<file path="src/rtl/uart_rx.sv">
// uart_rx - 8N1 UART receiver with 16x oversampling and a small receive FIFO.
//
// Received bytes land in a FIFO that the core reads over the peripheral bus.
// Offset 0 (RXDATA) pops the head byte. Offset 1 (STATUS) returns the flags and
// clears the sticky error flags.
//
// Ports
//   clk_i        clock
//   rst_i        synchronous reset, active-low
//   Rx           serial line (asynchronous, idles high)
//   cs           chip select from the peripheral bus
//   re           read strobe
//   addr_i       0 = RXDATA, 1 = STATUS
//   rdata_o      read data (combinational)
//   rx_valid_o   FIFO not empty
//   frame_err_o  sticky framing-error flag
//
// Build option
//   UART_RX_PARITY_EN  frame becomes 8E1. A parity mismatch sets the sticky par_err
//                      flag (STATUS bit 4). The byte is still pushed.
//
// State table
//   IDLE   | line idle, waiting for a falling edge on rx_s
//   START  | confirm the start bit at mid-bit (8th tick)
//   DATA   | sample one data bit every 16 ticks, LSB first
//   PARITY | sample the parity bit (parity build only)
//   STOP   | sample the stop bit, then push the byte or flag an error
module uart_rx #(
    parameter int DW         = 8,
    parameter int CLOCK_FREQ = 100_000_000,
    parameter int BAUD_RATE  = 9600,
    parameter int FIFO_DEPTH = 4
) (
    input  logic        clk_i,
    input  logic        rst_i,
    input  logic        Rx,
    input  logic        cs,
    input  logic        re,
    input  logic        addr_i,
    output logic [31:0] rdata_o,
    output logic        rx_valid_o,
    output logic        frame_err_o
);
    localparam int TICK_RAW = CLOCK_FREQ / (BAUD_RATE * 16);
    localparam int TICK_DIV = (TICK_RAW < 1) ? 1 : TICK_RAW;
    localparam int DIV_W    = (TICK_DIV > 1) ? $clog2(TICK_DIV) : 1;
    localparam int PW       = $clog2(FIFO_DEPTH);
    localparam int IW       = (DW > 1) ? $clog2(DW) : 1;
    localparam logic [DIV_W-1:0] DIV_RELOAD = DIV_W'(TICK_DIV - 1);

    typedef enum logic [2:0] {
        IDLE,
        START,
        DATA,
`ifdef UART_RX_PARITY_EN
        PARITY,
`endif
        STOP
    } state_t;

    state_t           state, state_nxt;
    logic             rx_meta, rx_s;
    logic [DIV_W-1:0] div_cnt;
    logic             tick;
    logic [3:0]       cnt, cnt_nxt;
    logic [IW-1:0]    idx, idx_nxt;
    logic [DW-1:0]    shift, shift_nxt;
    logic             stop_sample;

    logic [DW-1:0]    mem [FIFO_DEPTH];
    logic [PW-1:0]    wr_ptr, rd_ptr;
    logic [PW:0]      count;
    logic             empty, full;
    logic             rd_data, rd_stat, push_req, push, pop, ovr_set, fe_set;
    logic             overrun, frame_err, par_err;

    // Divider idles at its reload value, so the first tick in START comes TICK_DIV clocks after the edge.
    assign tick = (state != IDLE) && (div_cnt == '0);

    always_comb begin
        state_nxt   = state;
        cnt_nxt     = cnt;
        idx_nxt     = idx;
        shift_nxt   = shift;
        stop_sample = 1'b0;
        case (state)
            IDLE: begin
                cnt_nxt = '0;
                if (!rx_s) state_nxt = START;
            end
            START: if (tick) begin
                if (cnt == 4'd7) begin
                    cnt_nxt   = '0;
                    idx_nxt   = '0;
                    state_nxt = rx_s ? IDLE : DATA;
                end else begin
                    cnt_nxt = cnt + 4'd1;
                end
            end
            DATA: if (tick) begin
                cnt_nxt = cnt + 4'd1;
                if (cnt == 4'd15) begin
                    shift_nxt[idx] = rx_s;
                    if (idx == IW'(DW - 1)) begin
`ifdef UART_RX_PARITY_EN
                        state_nxt = PARITY;
`else
                        state_nxt = STOP;
`endif
                    end else begin
                        idx_nxt = idx + 1'b1;
                    end
                end
            end
`ifdef UART_RX_PARITY_EN
            PARITY: if (tick) begin
                cnt_nxt = cnt + 4'd1;
                if (cnt == 4'd15) state_nxt = STOP;
            end
`endif
            STOP: if (tick) begin
                cnt_nxt = cnt + 4'd1;
                if (cnt == 4'd15) begin
                    stop_sample = 1'b1;
                    state_nxt   = IDLE;
                end
            end
            default: state_nxt = IDLE;
        endcase
    end

    assign empty    = (count == '0);
    assign full     = (count == (PW + 1)'(FIFO_DEPTH));
    assign rd_data  = cs & re & ~addr_i;
    assign rd_stat  = cs & re & addr_i;
    assign pop      = rd_data & ~empty;
    assign push_req = stop_sample & rx_s;
    // A pop in the same cycle frees the slot, so a full FIFO still accepts the byte.
    assign push     = push_req & (~full | pop);
    assign ovr_set  = push_req & full & ~pop;
    assign fe_set   = stop_sample & ~rx_s;

    always_ff @(posedge clk_i) begin
        if (!rst_i) begin
            rx_meta   <= 1'b1;
            rx_s      <= 1'b1;
            state     <= IDLE;
            div_cnt   <= '0;
            cnt       <= '0;
            idx       <= '0;
            shift     <= '0;
            wr_ptr    <= '0;
            rd_ptr    <= '0;
            count     <= '0;
            overrun   <= 1'b0;
            frame_err <= 1'b0;
        end else begin
            rx_meta <= Rx;
            rx_s    <= rx_meta;
            state   <= state_nxt;
            cnt     <= cnt_nxt;
            idx     <= idx_nxt;
            shift   <= shift_nxt;
            if (state == IDLE || div_cnt == '0) div_cnt <= DIV_RELOAD;
            else                                div_cnt <= div_cnt - 1'b1;
            if (push) wr_ptr <= wr_ptr + 1'b1;
            if (pop)  rd_ptr <= rd_ptr + 1'b1;
            unique case ({push, pop})
                2'b10:   count <= count + 1'b1;
                2'b01:   count <= count - 1'b1;
                default: ;
            endcase
            // An error event in the same cycle as a STATUS read keeps the flag set.
            overrun   <= ovr_set | (overrun   & ~rd_stat);
            frame_err <= fe_set  | (frame_err & ~rd_stat);
        end
    end

    always_ff @(posedge clk_i) begin
        if (push) mem[wr_ptr] <= shift;
    end

`ifdef UART_RX_PARITY_EN
    logic par_bad;
    // Even parity: the data bits and the parity bit together carry an even number of ones.
    assign par_bad = (state == PARITY) && tick && (cnt == 4'd15) && (rx_s != ^shift);

    always_ff @(posedge clk_i) begin
        if (!rst_i) par_err <= 1'b0;
        else        par_err <= par_bad | (par_err & ~rd_stat);
    end
`else
    assign par_err = 1'b0;
`endif

    always_comb begin
        rdata_o = '0;
        if (rd_stat)
            rdata_o[4:0] = {par_err, overrun, frame_err, full, ~empty};
        else if (pop)
            rdata_o[DW-1:0] = mem[rd_ptr];
    end

    assign rx_valid_o  = ~empty;
    assign frame_err_o = frame_err;

endmodule

</file>
<file path="config.mk">
export PLATFORM = sky130hd
export DESIGN_NAME = uart_rx
export DESIGN_NICKNAME = d
export VERILOG_FILES = /design/src/rtl/uart_rx.sv
export SDC_FILE = /design/constraint.sdc
export NUM_CORES = 1
export LEC_CHECK = 0
export ABC_AREA = 1
export CORE_UTILIZATION = 55
export CTS_CLUSTER_SIZE = 10
export DETAILED_ROUTE_END_ITERATION = 8
export PLACE_DENSITY = 0.79
export SETUP_SLACK_MARGIN = 0.02
export SLEW_MARGIN = 15
export SYNTH_ARGS = -nofsm -noshare
export SYNTH_HDL_FRONTEND = slang
export SYNTH_SLANG_ARGS = --single-unit
</file>
<file path="constraint.sdc">
create_clock -name clk_i -period 2.9 [get_ports clk_i]
set_input_delay 0.725 -clock clk_i [delete_from_list [all_inputs] [get_ports clk_i]]
set_output_delay 0.725 -clock clk_i [all_outputs]
set_load 0.01 [all_outputs]
</file>
==> impl_metrics.yaml, run 1 <==
status:
  status: "finished, final reports clean"
global_route:
  grt_use_total_pct: 20.6
  grt_pass1_vias: 2242
  grt_max_degree: 21
  antenna_found_initial: 0
  gr-total-overflow: 0
  grt_pass1_wl_microns: 9940
route:
  vias: 2451
  wl_microns: 6070
  via_per_inst: 5.04
  drtPass1Iterations: 4
  post_drt_wl_per_cell_microns: 12.5
  first_iter_violations: 158
  ant_nets: 0
  drc_errors: 0
sta:
  fin_crit_sh_pct: 96.8
  min_period_ps: 2810
  finalHoldViolCount: 0
  fmax_mhz: 356
  finalSetupViolCount: 0
  finalSetupTns_ps: 0
  finClkSkew_ps: 8.76
  finalMaxSlewViolations: 0
  rsz0062_at_grt: "no"
logic_synthesis:
  synth_area_leaders: "edfxtp_1 28%, dfxtp_1 23%, nor2_1 5.9%"
  yosys-top-cells-count: "54 x nor2_1, 43 x inv_1, 40 x dfxtp_1, 40 x nand2_1"
  avgSynthCellArea_sq_um: 9.05
  synth_edf_count: 32
  yosysTopAreaCell: "edfxtp_1"
  synth_area_sq_um: 3420
  ys_seq_elements: 72
  netlist.area_leader.share_pct: 28.1
  ys_seq_area_share_pct: 51.5
  ys_async_sr_fraction_pct: 0
  ys_warn_count: 0
  synth-main-ff-cell: "dfxtp_1"
  yosysMostFrequentCell: "nor2_1"
  ys_types: 36
  synthCells: 378
finish:
  antenna_cells: 0
  final_nets: 422
  fillCellCount: 477
  areaGrowthSynthToFinish_pct: 12.4
  utilization_pct: 64.5
  drive_above_1_share_pct: 15.1
  post-route-cell-area_sq_um: 3840
  stdcell_count: 486
worst_setup_path:
  cpMostUsedCell: "clkdlybuf4s50_1"
  crit_path_max_incr_delay_ps: 560
  required_ps: 2170
  crit_type: "input port to output port"
  end_kind: "output port"
  cp_max_fo: 2
  critPathArrivalTime_ps: 2080
  critPathLaunchType: "input port"
  path_cells: "clkdlybuf4s50_1 -> buf_4 -> nor2_1 -> nor3b_1 -> clkdlybuf4s50_1"
  slowest_stage: "clkdlybuf4s50_1"
  r2r_slack_ps: 590
clock_tree:
  clk_path_buf_depth: 2
  clock-sinks: 72
  numCtsBuffers: 9
  holdBufCountCts: 0
  clkLatencyLatePin_ps: 350
  post_cts_resized: 7
  htreeDepth: 3
  cts_tree: "yes"
  post_cts_buffers: 0
  cts_root_buffer: "clkbuf_8"
  clkTransAtPathRegs_ps: 80
place:
  port_buffers: 15
  place.detailed.hpwl_microns: 4180
  dp.cells: 470
  gp_congestion: 0.833
  placed_area_sq_um: 3620
floorplanning:
  die_y_microns: 80.9
  die-area_sq_um: 6540
  die_w_microns: 80.9
  core_sq_um: 5960
  rows: 28
  initial_utilization_pct: 57.4
  io_pins: 40
power:
  power_uw: 2110
  p_per_area_nw_per_um2: 548
  irDropWorstVdd_uv: 347
  p_leak_uw: 0.00158
hold_path:
  min_path_type: "register to register"
run:
  cap_violations: 0
metal layers:
metal  global-route usage [%]  up-vias  part of all wire (%)
met5                        0        -                     0
met4                     9.29        0                   2.1
met3                     5.39       15                   5.4
met1                     25.2     1093                    45
li1                         -     1261                     -
met2                     34.2       82                    47
sequential cells by signal, indices dropped and copies added (netlist names), named ones only:
| register | count |
|---|---|
| rx_meta | 1 |
| overrun | 1 |
| count | 3 |
| rd_ptr | 2 |
| div_cnt | 10 |
| frame_err_o | 1 |
| wr_ptr | 2 |
| state | 2 |
| idx | 3 |
| rx_s | 1 |
| shift | 8 |
| mem | 32 |
| cnt | 4 |
per-stage QoR:
stage          worst slack, ps  hold slack, ps
6_report                  92.9             427
5_1_grt                   26.4             439
4_1_cts                   22.3             422
3_5_place_dp              -249             405
3_3_place_gp              -193             395
2_1_floorplan              718             393
final cells by class:
| class | instances | area [sq um] | share of cell area, % |
|---|---|---|---|
| tap | 75 | 93.8 | 2.44 |
| multi-input combinational | 251 | 1360 | 35.3 |
| timing repair buffer | 27 | 218 | 5.67 |
| clock buffer | 9 | 124 | 3.22 |
| sequential | 72 | 1760 | 45.9 |
| inverter | 45 | 169 | 4.40 |
| clock inverter | 7 | 120 | 3.13 |
layout by cell type (no fill, tap or decap), types with 2 or more instances in the layout:
cell type,n
a211oi_1,2
a21oi_1,32
a221o_1,3
a31oi_1,2
buf_4,12
bufinv_16,3
clkbuf_2,4
clkbuf_8,9
clkdlybuf4s50_1,8
clkinv_4,3
conb_1,24
dfxtp_1,39
dlygate4sd2_1,2
edfxtp_1,32
ha_1,9
inv_1,41
inv_2,4
nand2_1,40
nand2_2,5
nand3_1,7
nand3_4,2
nand4_1,4
nor2_1,54
nor2_2,6
nor2_4,4
nor3_1,2
o21ai_0,23
o21ai_1,12
o21ai_2,2
o22ai_1,3
or2_2,3
xor2_1,4
worst max-delay path: cells and delay by family:
family	cells	cell delay [ps]
buffers and inverters	3	1150
and+or+nand+nor	2	200
where the power goes:
group          internal [uW]  total, uW  switching [uW]  leakage [uW]
Sequential              1060       1060            6.66      0.000621
Clock                    572        950             378      0.000121
Combinational           28.6       90.9            62.4      0.000839
Total                   1660       2110             447       0.00158
logic make-up after synthesis:
logic type,synth area share (%)
flops,51.5
other cells,0.110
fa+ha+maj,3.88
compound gates,13.0
buf+inv,11.4
xor+xnor,1.02
simple gates,19.1
final timing paths:
kind | from | end | cells after the start
max | addr_i | rdata_o[0] | 5
min | rx_meta$_SDFF_PN1_ | rx_s$_SDFF_PN1_ | 1
max reg2reg | div_cnt[0]$_SDFF_PP0_ | count[2]$_SDFFE_PN0P_ | 16
min reg2reg | rx_meta$_SDFF_PN1_ | rx_s$_SDFF_PN1_ | 1
Note: power is estimated with default switching activity, not from simulation.
==> run 2, diff against run 1 <==
--- a/config.mk
+++ b/config.mk
@@ -6,9 +6,11 @@
 export NUM_CORES = 1
 export LEC_CHECK = 0
 export ABC_AREA = 1
+export CORE_MARGIN = 3
 export CORE_UTILIZATION = 55
 export CTS_CLUSTER_SIZE = 10
 export DETAILED_ROUTE_END_ITERATION = 8
+export HOLD_SLACK_MARGIN = 0.08
 export PLACE_DENSITY = 0.79
 export SETUP_SLACK_MARGIN = 0.02
 export SLEW_MARGIN = 15
==> run 2 against run 1 <==
Combinational power barely moved. Maximum frequency up 1.5%. Largest cell class unchanged. Critical path depth is 2 higher. Cell count stayed put. Total power shrank 8.6%.
==> impl_metrics.yaml, run 2 (synthesis results as in run 1) <==
finish:
  utilization_pct: 63.7
  fillCellCount: 482
  final_cell_mix: "54 x nor2_1, 41 x inv_1, 39 x nand2_1, 39 x dfxtp_1"
  areaGrowthSynthToFinish_pct: 11.0
  final_nets: 422
  largest_register_ffs: 32
  top_register: "mem"
  antenna_cells: 0
  post-route-cell-area_sq_um: 3800
  reg_top3: "mem x32, div_cnt x10, shift x8"
  drive_above_1_share_pct: 15.6
  layout_commonest_cell: "nor2_1"
worst_setup_path:
  slowest_stage: "clkdlybuf4s50_1"
  r2r_cells: 16
  timing.rr.start: "div_cnt[0]$_SDFF_PP0_"
  path_cells: "clkdlybuf4s50_1 -> nand2_1 -> nor2_1 -> nand2_2 -> buf_4 -> a21oi_1 -> dlygate4sd2_1"
  critPathLaunchType: "input port"
  r2r_slack_ps: 660
  required_ps: 2170
  cp_max_fo: 5
  crit_type: "input port to output port"
  r2r_end: "count[2]$_SDFFE_PN0P_"
  critPathArrivalTime_ps: 2040
  crit_path_max_incr_delay_ps: 470
  end_kind: "output port"
place:
  gp_congestion: 0.847
  port_buffers: 15
  place.detailed.hpwl_microns: 4260
  placed_area_sq_um: 3620
floorplanning:
  die_w_microns: 84.9
  die-area_sq_um: 7200
  rows: 28
  die_y_microns: 84.9
  io_pins: 40
  core_sq_um: 5960
  initial_utilization_pct: 57.4
run:
  cap_violations: 0
route:
  drc_errors: 0
  wl_microns: 5840
  drtPass1Iterations: 4
  via_per_inst: 5.02
  vias: 2441
  post_drt_wl_per_cell_microns: 12.0
  ant_nets: 0
  first_iter_violations: 106
clock_tree:
  clock-sinks: 72
  htreeDepth: 3
  post_cts_buffers: 0
  cts_tree: "yes"
  clkLatencyLatePin_ps: 340
  numCtsBuffers: 9
  clkTransAtPathRegs_ps: 70
  cts_root_buffer: "clkbuf_8"
  holdBufCountCts: 0
  clk_path_buf_depth: 2
sta:
  rsz0062_at_grt: "no"
  finalHoldViolCount: 0
  fmax_mhz: 361
  min_period_ps: 2770
  finalMaxSlewViolations: 0
  finClkSkew_ps: 7.17
  finalSetupViolCount: 0
  fin_crit_sh_pct: 95.4
global_route:
  antenna_found_initial: 0
  grt_pass1_vias: 2226
  grt_pass1_wl_microns: 9800
  grt_use_total_pct: 17.2
  grt_max_degree: 21
  gr-total-overflow: 0
hold_path:
  min_path_type: "register to register"
  worstHoldStart: "rx_meta$_SDFF_PN1_"
  worstHoldPathCells: 1
  whs_endpoint: "rx_s$_SDFF_PN1_"
power:
  irDropWorstVdd_uv: 251
  p_leak_uw: 0.00157
  p_per_area_nw_per_um2: 507
status:
  status: "finished, final reports clean"
-- run 2: how the worst max path moves through the flow --
| stage | start | to | slack, ps |
|---|---|---|---|
| 3_5_place_dp | cs | rdata_o[2] | -230 |
| 3_3_place_gp | cs | rdata_o[2] | -200 |
| 6_report | cs | rdata_o[6] | 130 |
| 5_1_grt | re | rdata_o[7] | 40 |
| 4_1_cts | register | rdata_o[0] | 30 |
| 2_1_floorplan | cs | rdata_o[1] | 720 |
-- run 2: power by group --
group | switching (uW) | leakage (uW) | internal [uW]
Clock | 367 | 0.0000968 | 402
Sequential | 6.46 | 0.000621 | 1060
Combinational | 62.4 | 0.000856 | 28.8
-- run 2: critical path: cells and delay by family --
family                 cells  cell delay, ps
buffers and inverters      3             920
AND/OR/NAND/NOR            3             280
AO/OA/AOI/OAI              1             110
-- run 2: metal layers --
layer  track usage [%]  vias up  share of wire, %
met2              28.0       51                47
li1                  -     1266                 -
met1              21.1     1114                46
met3              5.83       10               4.4
met5                 0        -                 0
met4              6.62        0               1.7
-- run 2: stage by stage --
step,total power [uW],TNS (ps),setup slack (ps),cells,hold WS [ps]
CTS,1940,0,29.7,486,419
global placement,1180,-1120,-198,470,395
detailed placement,1180,-1290,-227,470,402
floorplan,1180,0,718,401,393
finish,1920,0,133,486,417
global route,2000,0,35.4,486,430
-- run 2: cell type report --
cell class	instances	area [sq um]	share of cell area, %
sequential	72	1760	46.4
multi-input combinational	251	1360	35.8
timing repair buffer	27	216	5.70
inverter	45	169	4.45
clock buffer	10	128	3.36
tap	75	93.8	2.47
clock inverter	6	68.8	1.81
-- run 2: what timing repair did --
action	CTS	global route
pin swaps	0	0
gates resized for setup	8	16
endpoints found under the setup margin	8	7
hold endpoints to repair	0	0
==> run 3, diff against run 2 <==
--- a/config.mk
+++ b/config.mk
@@ -6,7 +6,7 @@
 export NUM_CORES = 1
 export LEC_CHECK = 0
 export ABC_AREA = 1
-export CORE_MARGIN = 3
+export CORE_MARGIN = 1.5
 export CORE_UTILIZATION = 55
 export CTS_CLUSTER_SIZE = 10
 export DETAILED_ROUTE_END_ITERATION = 8
==> run 3 against run 2 <==
Sequential share of layout area shrank 0.25 points. Cell count is 0.21% higher. Total power up 1.6%.
==> impl_metrics.yaml, run 3 (synthesis results as in run 1) <==
status:
  status: "finished, final reports clean"
global_route:
  grt_use_total_pct: 20.3
  grt_pass1_wl_microns: 10200
  gr-total-overflow: 0
  grt_pass1_vias: 2376
  antenna_found_initial: 0
  grt_max_degree: 21
power:
  p_clk_share_pct: 40.9
  p_per_area_nw_per_um2: 512
  p_switching_uw: 463
  swShare_pct: 23.7
  irDropWorstVdd_uv: 334
  p_seq_share_pct: 54.4
  p_int_uw: 1490
  pwr-share-comb_pct: 4.7
  p_leak_uw: 0.00159
finish:
  largest_register_ffs: 32
  layout_commonest_cell: "nor2_1"
  reg_top3: "mem x32, div_cnt x10, shift x8"
  top_register: "mem"
  antenna_cells: 0
  drive_above_1_share_pct: 15.5
  final_cell_mix: "54 x nor2_1, 41 x inv_1, 40 x dfxtp_1, 39 x nand2_1"
  fillCellCount: 492
  areaGrowthSynthToFinish_pct: 11.5
  final_nets: 423
sta:
  fmax_mhz: 356
  fin_crit_sh_pct: 96.9
  finClkSkew_ps: 10.5
  fin_ws_ps: 89.2
  finalHoldViolCount: 0
  finalMaxSlewViolations: 0
  min_period_ps: 2810
  rsz0062_at_grt: "no"
  finalSetupViolCount: 0
  finalSetupTns_ps: 0
clock_tree:
  clock-sinks: 72
  cts_root_buffer: "clkbuf_8"
  clkLatencyLatePin_ps: 350
  clkTransAtPathRegs_ps: 80
  holdBufCountCts: 0
  cts_tree: "yes"
  clk_path_buf_depth: 2
  numCtsBuffers: 9
  htreeDepth: 3
worst_setup_path:
  required_ps: 2170
  crit_path_max_incr_delay_ps: 480
  startpoint: "cs"
  timing.rr.start: "div_cnt[0]$_SDFF_PP0_"
  cp_max_fo: 5
  r2r_end: "count[2]$_SDFFE_PN0P_"
  path_cells: "clkdlybuf4s50_1 -> nand2_1 -> nor2_1 -> nand2_2 -> buf_4 -> a21oi_1 -> dlygate4sd2_1"
  critPathLaunchType: "input port"
  slowest_stage: "clkdlybuf4s50_1"
  crit_type: "input port to output port"
  critPathArrivalTime_ps: 2090
  r2r_slack_ps: 610
  r2r_cells: 16
  end_kind: "output port"
floorplanning:
  die_y_microns: 81.9
  die-area_sq_um: 6700
  core_sq_um: 5960
  rows: 28
  die_w_microns: 81.9
  io_pins: 40
  initial_utilization_pct: 57.4
hold_path:
  worstHoldStart: "div_cnt[0]$_SDFF_PP0_"
  min_path_type: "register to register"
  whs_endpoint: "div_cnt[0]$_SDFF_PP0_"
  worstHoldPathCells: 1
route:
  vias: 2449
  drtPass1Iterations: 4
  wl_microns: 5930
  ant_nets: 0
  first_iter_violations: 125
  post_drt_wl_per_cell_microns: 12.2
  drc_errors: 0
  via_per_inst: 5.03
place:
  post-place-ws_ps: -333
  port_buffers: 15
  place.detailed.hpwl_microns: 4270
  gp_congestion: 0.816
run:
  cap_violations: 0
## run 3: cell count changes in the layout (fill, tap and decap cells not counted)
| cell | delta |
|---|---|
| inv_2 | -1 |
| buf_2 | +1 |
| inv_6 | +2 |
| dlygate4sd2_1 | +2 |
| clkinv_4 | -1 |
| dfxtp_2 | -1 |
| buf_4 | +1 |
| clkbuf_2 | -2 |
| clkbuf_1 | -1 |
| clkinvlp_4 | +1 |
| clkdlybuf4s15_1 | -1 |
| dfxtp_1 | +1 |
## run 3: worst max path at each step
stage	end	slack [ps]	depth (start not counted)
finish	rdata_o[6]	90	7
global route	rdata_o[6]	40	7
CTS	rdata_o[2]	40	7
detailed placement	rdata_o[1]	-330	7
global placement	rdata_o[1]	-200	7
floorplan	rdata_o[1]	720	6
## run 3: power groups by stage
stage	clock network [uW]	registers, uW	logic [uW]
global route	848	1070	106
CTS	808	1060	91.0
global placement	0	1090	88.5
finish	799	1060	91.4
detailed placement	0	1090	90.4
floorplan	0	1090	93.9
## run 3: per-stage QoR
stage | util [%] | total power, uW | instance area, sq um | hold WS, ps | instances
5_1_grt | 64.0 | 2020 | 3810 | 437 | 487
3_3_place_gp | 60.9 | 1180 | 3630 | 395 | 471
2_1_floorplan | - | 1180 | 3510 | 393 | 401
4_1_cts | 64.1 | 1960 | 3820 | 419 | 487
3_5_place_dp | 60.9 | 1180 | 3630 | 407 | 471
6_report | 64.0 | 1950 | 3810 | 414 | 487
## run 3: layout make-up
type	count	area [sq um]	share of cell area (%)
flip-flops and latches	72	1760	46.2
multi-input cells	251	1360	35.6
repair buffers	28	226	5.94
inverters	45	173	4.53
clock buffers	9	124	3.25
well taps	75	93.8	2.46
clock inverters	7	77.6	2.03
## run 3: what timing repair did
item,4_1_cts,5_1_grt
gates resized for setup,13,7
cloned,0,0
setup buffers,0,0
setup endpoints to repair,8,4
## run 3: critical path: cells and delay by family
kind	cells	cell delay, ps
AO/OA/AOI/OAI	1	110
buffers and inverters	3	930
AND/OR/NAND/NOR	3	320
## run 3: routing by layer
metal  global-route usage, %  routed length (microns)  up-vias
li1                        -                        -     1265
met1                    24.2                     2610     1095
met2                    33.8                     2850       77
met3                    5.44                      360       12
met4                    9.83                      112        0
met5                       0                        0        -
==> RTL edit (flow settings as in run 2) <==
The 4 states of `state_t` get a one-hot encoding in 4 bits.
--- a/src/rtl/uart_rx.sv
+++ b/src/rtl/uart_rx.sv
@@ -50,6 +50,6 @@
 
-    typedef enum logic [2:0] {
-        IDLE,
-        START,
-        DATA,
+    typedef enum logic [3:0] {
+        IDLE  = 4'b0001,
+        START = 4'b0010,
+        DATA  = 4'b0100,
 `ifdef UART_RX_PARITY_EN
@@ -57,3 +57,3 @@
 `endif
-        STOP
+        STOP  = 4'b1000
     } state_t;
Formal check against the unedited RTL: same outputs for any inputs over 10 cycles, from zero or initial values and one cycle with rst_i low; not proved beyond that.
==> RTL edit against run 2 <==
Sequential cell count grew 2. Synthesized area up 5.2%. Critical path depth did not move. Worst setup slack improved by 0.0033 ns. Hold slack lost 0.0028 ns. Cell area grew 5.4%. Wire length up 13%. Cell count up 6.8%. Register-to-register slack lost 0.21 ns. Critical path type unchanged. Largest cell class unchanged.
Power is not compared: it rests on default switching activity, and its combinational part moved more than twofold at a synthesized area within 25%.
==> RTL edit: results (changes against run 2) <==
** Routing
- The met2 routed wirelength is 3160 um (+14%).
- DRT met1 WL :: 3050 um (+13%)
- Number of DRC markers after the initial detailed-route iteration :: 183 (+73%)
- The first-pass detailed-route iteration total was 5 (+1).
- The detailed-routed wire length on met3 was 301 um (+18%).
- The overall routed net length came to 6610 um (+13%).

** Global routing
- Met3 track demand over resource :: 4.54% (-1.3 points)
- Largest net degree at the start of global routing :: 16 (-24%)
- Aggregate global-route resource usage :: 18.6% (+1.4 points)
- The met2 usage is 30.0% (+2.0 points).

** Logic synthesis
- Synthesized netlist cell count :: 411 (+8.7%)
- The number of different library cells in the post-synthesis netlist came to 35 (-2.8%).
- The synthesis-stage register bit count is 74 (+2.8%).
- The sequential-to-total area share from yosys stat is 50.1% (-1.4 points).
- Counting instances in the post-synthesis netlist gives the leading cell types as sky130_fd_sc_hd__nor2_1, sky130_fd_sc_hd__inv_1, sky130_fd_sc_hd__dfxtp_1, sky130_fd_sc_hd__nand2_1, sky130_fd_sc_hd__a21oi_1.
- Top cells by area, synth :: sky130_fd_sc_hd__edfxtp_1, sky130_fd_sc_hd__dfxtp_1, sky130_fd_sc_hd__nor2_1

** Place
- Final estimated routing congestion in global placement :: 0.857 (+1.2%)
- The cell area after placement is 0.00380 mm^2 (+4.9%).
- The number of instances in the placed design came to 503 (+7.0%).
- Setup Slack @ Placement :: -0.282 ns (-0.0553 ns)
- The final HPWL from detailed placement came to 4810 um (+13%).

** Cells and area
- Fraction of area in multi-input gates :: 36.4% (+0.66 points)
- The inverter count is 55 (+22%).
- The clock buffer and inverter area fraction after layout was 5.63% (+0.45 points).
- The non-clock buffer contribution to total cell area is 5.44% (-0.26 points).
- Multi-input gates :: 272 (+8.4%)
- The number of nets at the end of the flow is 455 (+7.8%).

** Worst setup path
- Register-to-register setup slack :: 0.45 ns (-0.21 ns)
- End of the worst register-to-register path :: mem[1][7]
- Worst setup endpoint :: rdata_o[7]
- The worst reg2reg path depth was 10 (-6).

** STA
- Clock tree skew after final layout :: 0.00911 ns (+0.00194 ns)
- The highest achievable clock rate came to 0.362 GHz (+0.12%).

** Floorplanning
- The area of the core came to 0.00613 mm^2 (+2.9%).

** Power and ir drop
- Summing internal, switching and leakage power gives 0.00318 W.

** Outcome
- The run finished with clean final reports.
-- RTL edit: cells by family after synthesis --
logic type | Yosys count | synth area share [%]
adders and majority gates | 10 | 3.69
DFF | 74 | 50.1
xor gates and xnor gates | 3 | 0.731
and+or+nand+nor | 147 | 19.8
AOI/OAI and AO/OA | 88 | 13.7
other | 1 | 0.104
buffers and inverters | 88 | 11.8
-- RTL edit: how the worst min path moves through the flow --
| stage | to | depth (start not counted) | slack [ns] | startpoint |
|---|---|---|---|---|
| after floorplan | rx_s | 1 | 0.39 | rx_meta |
| after global placement | rx_s | 1 | 0.39 | rx_meta |
| after detailed placement | rx_s | 1 | 0.40 | rx_meta |
| after CTS | div_cnt[0] | 1 | 0.42 | div_cnt[0] |
| after global routing | div_cnt[0] | 1 | 0.44 | div_cnt[0] |
| final | rx_s | 1 | 0.41 | rx_meta |
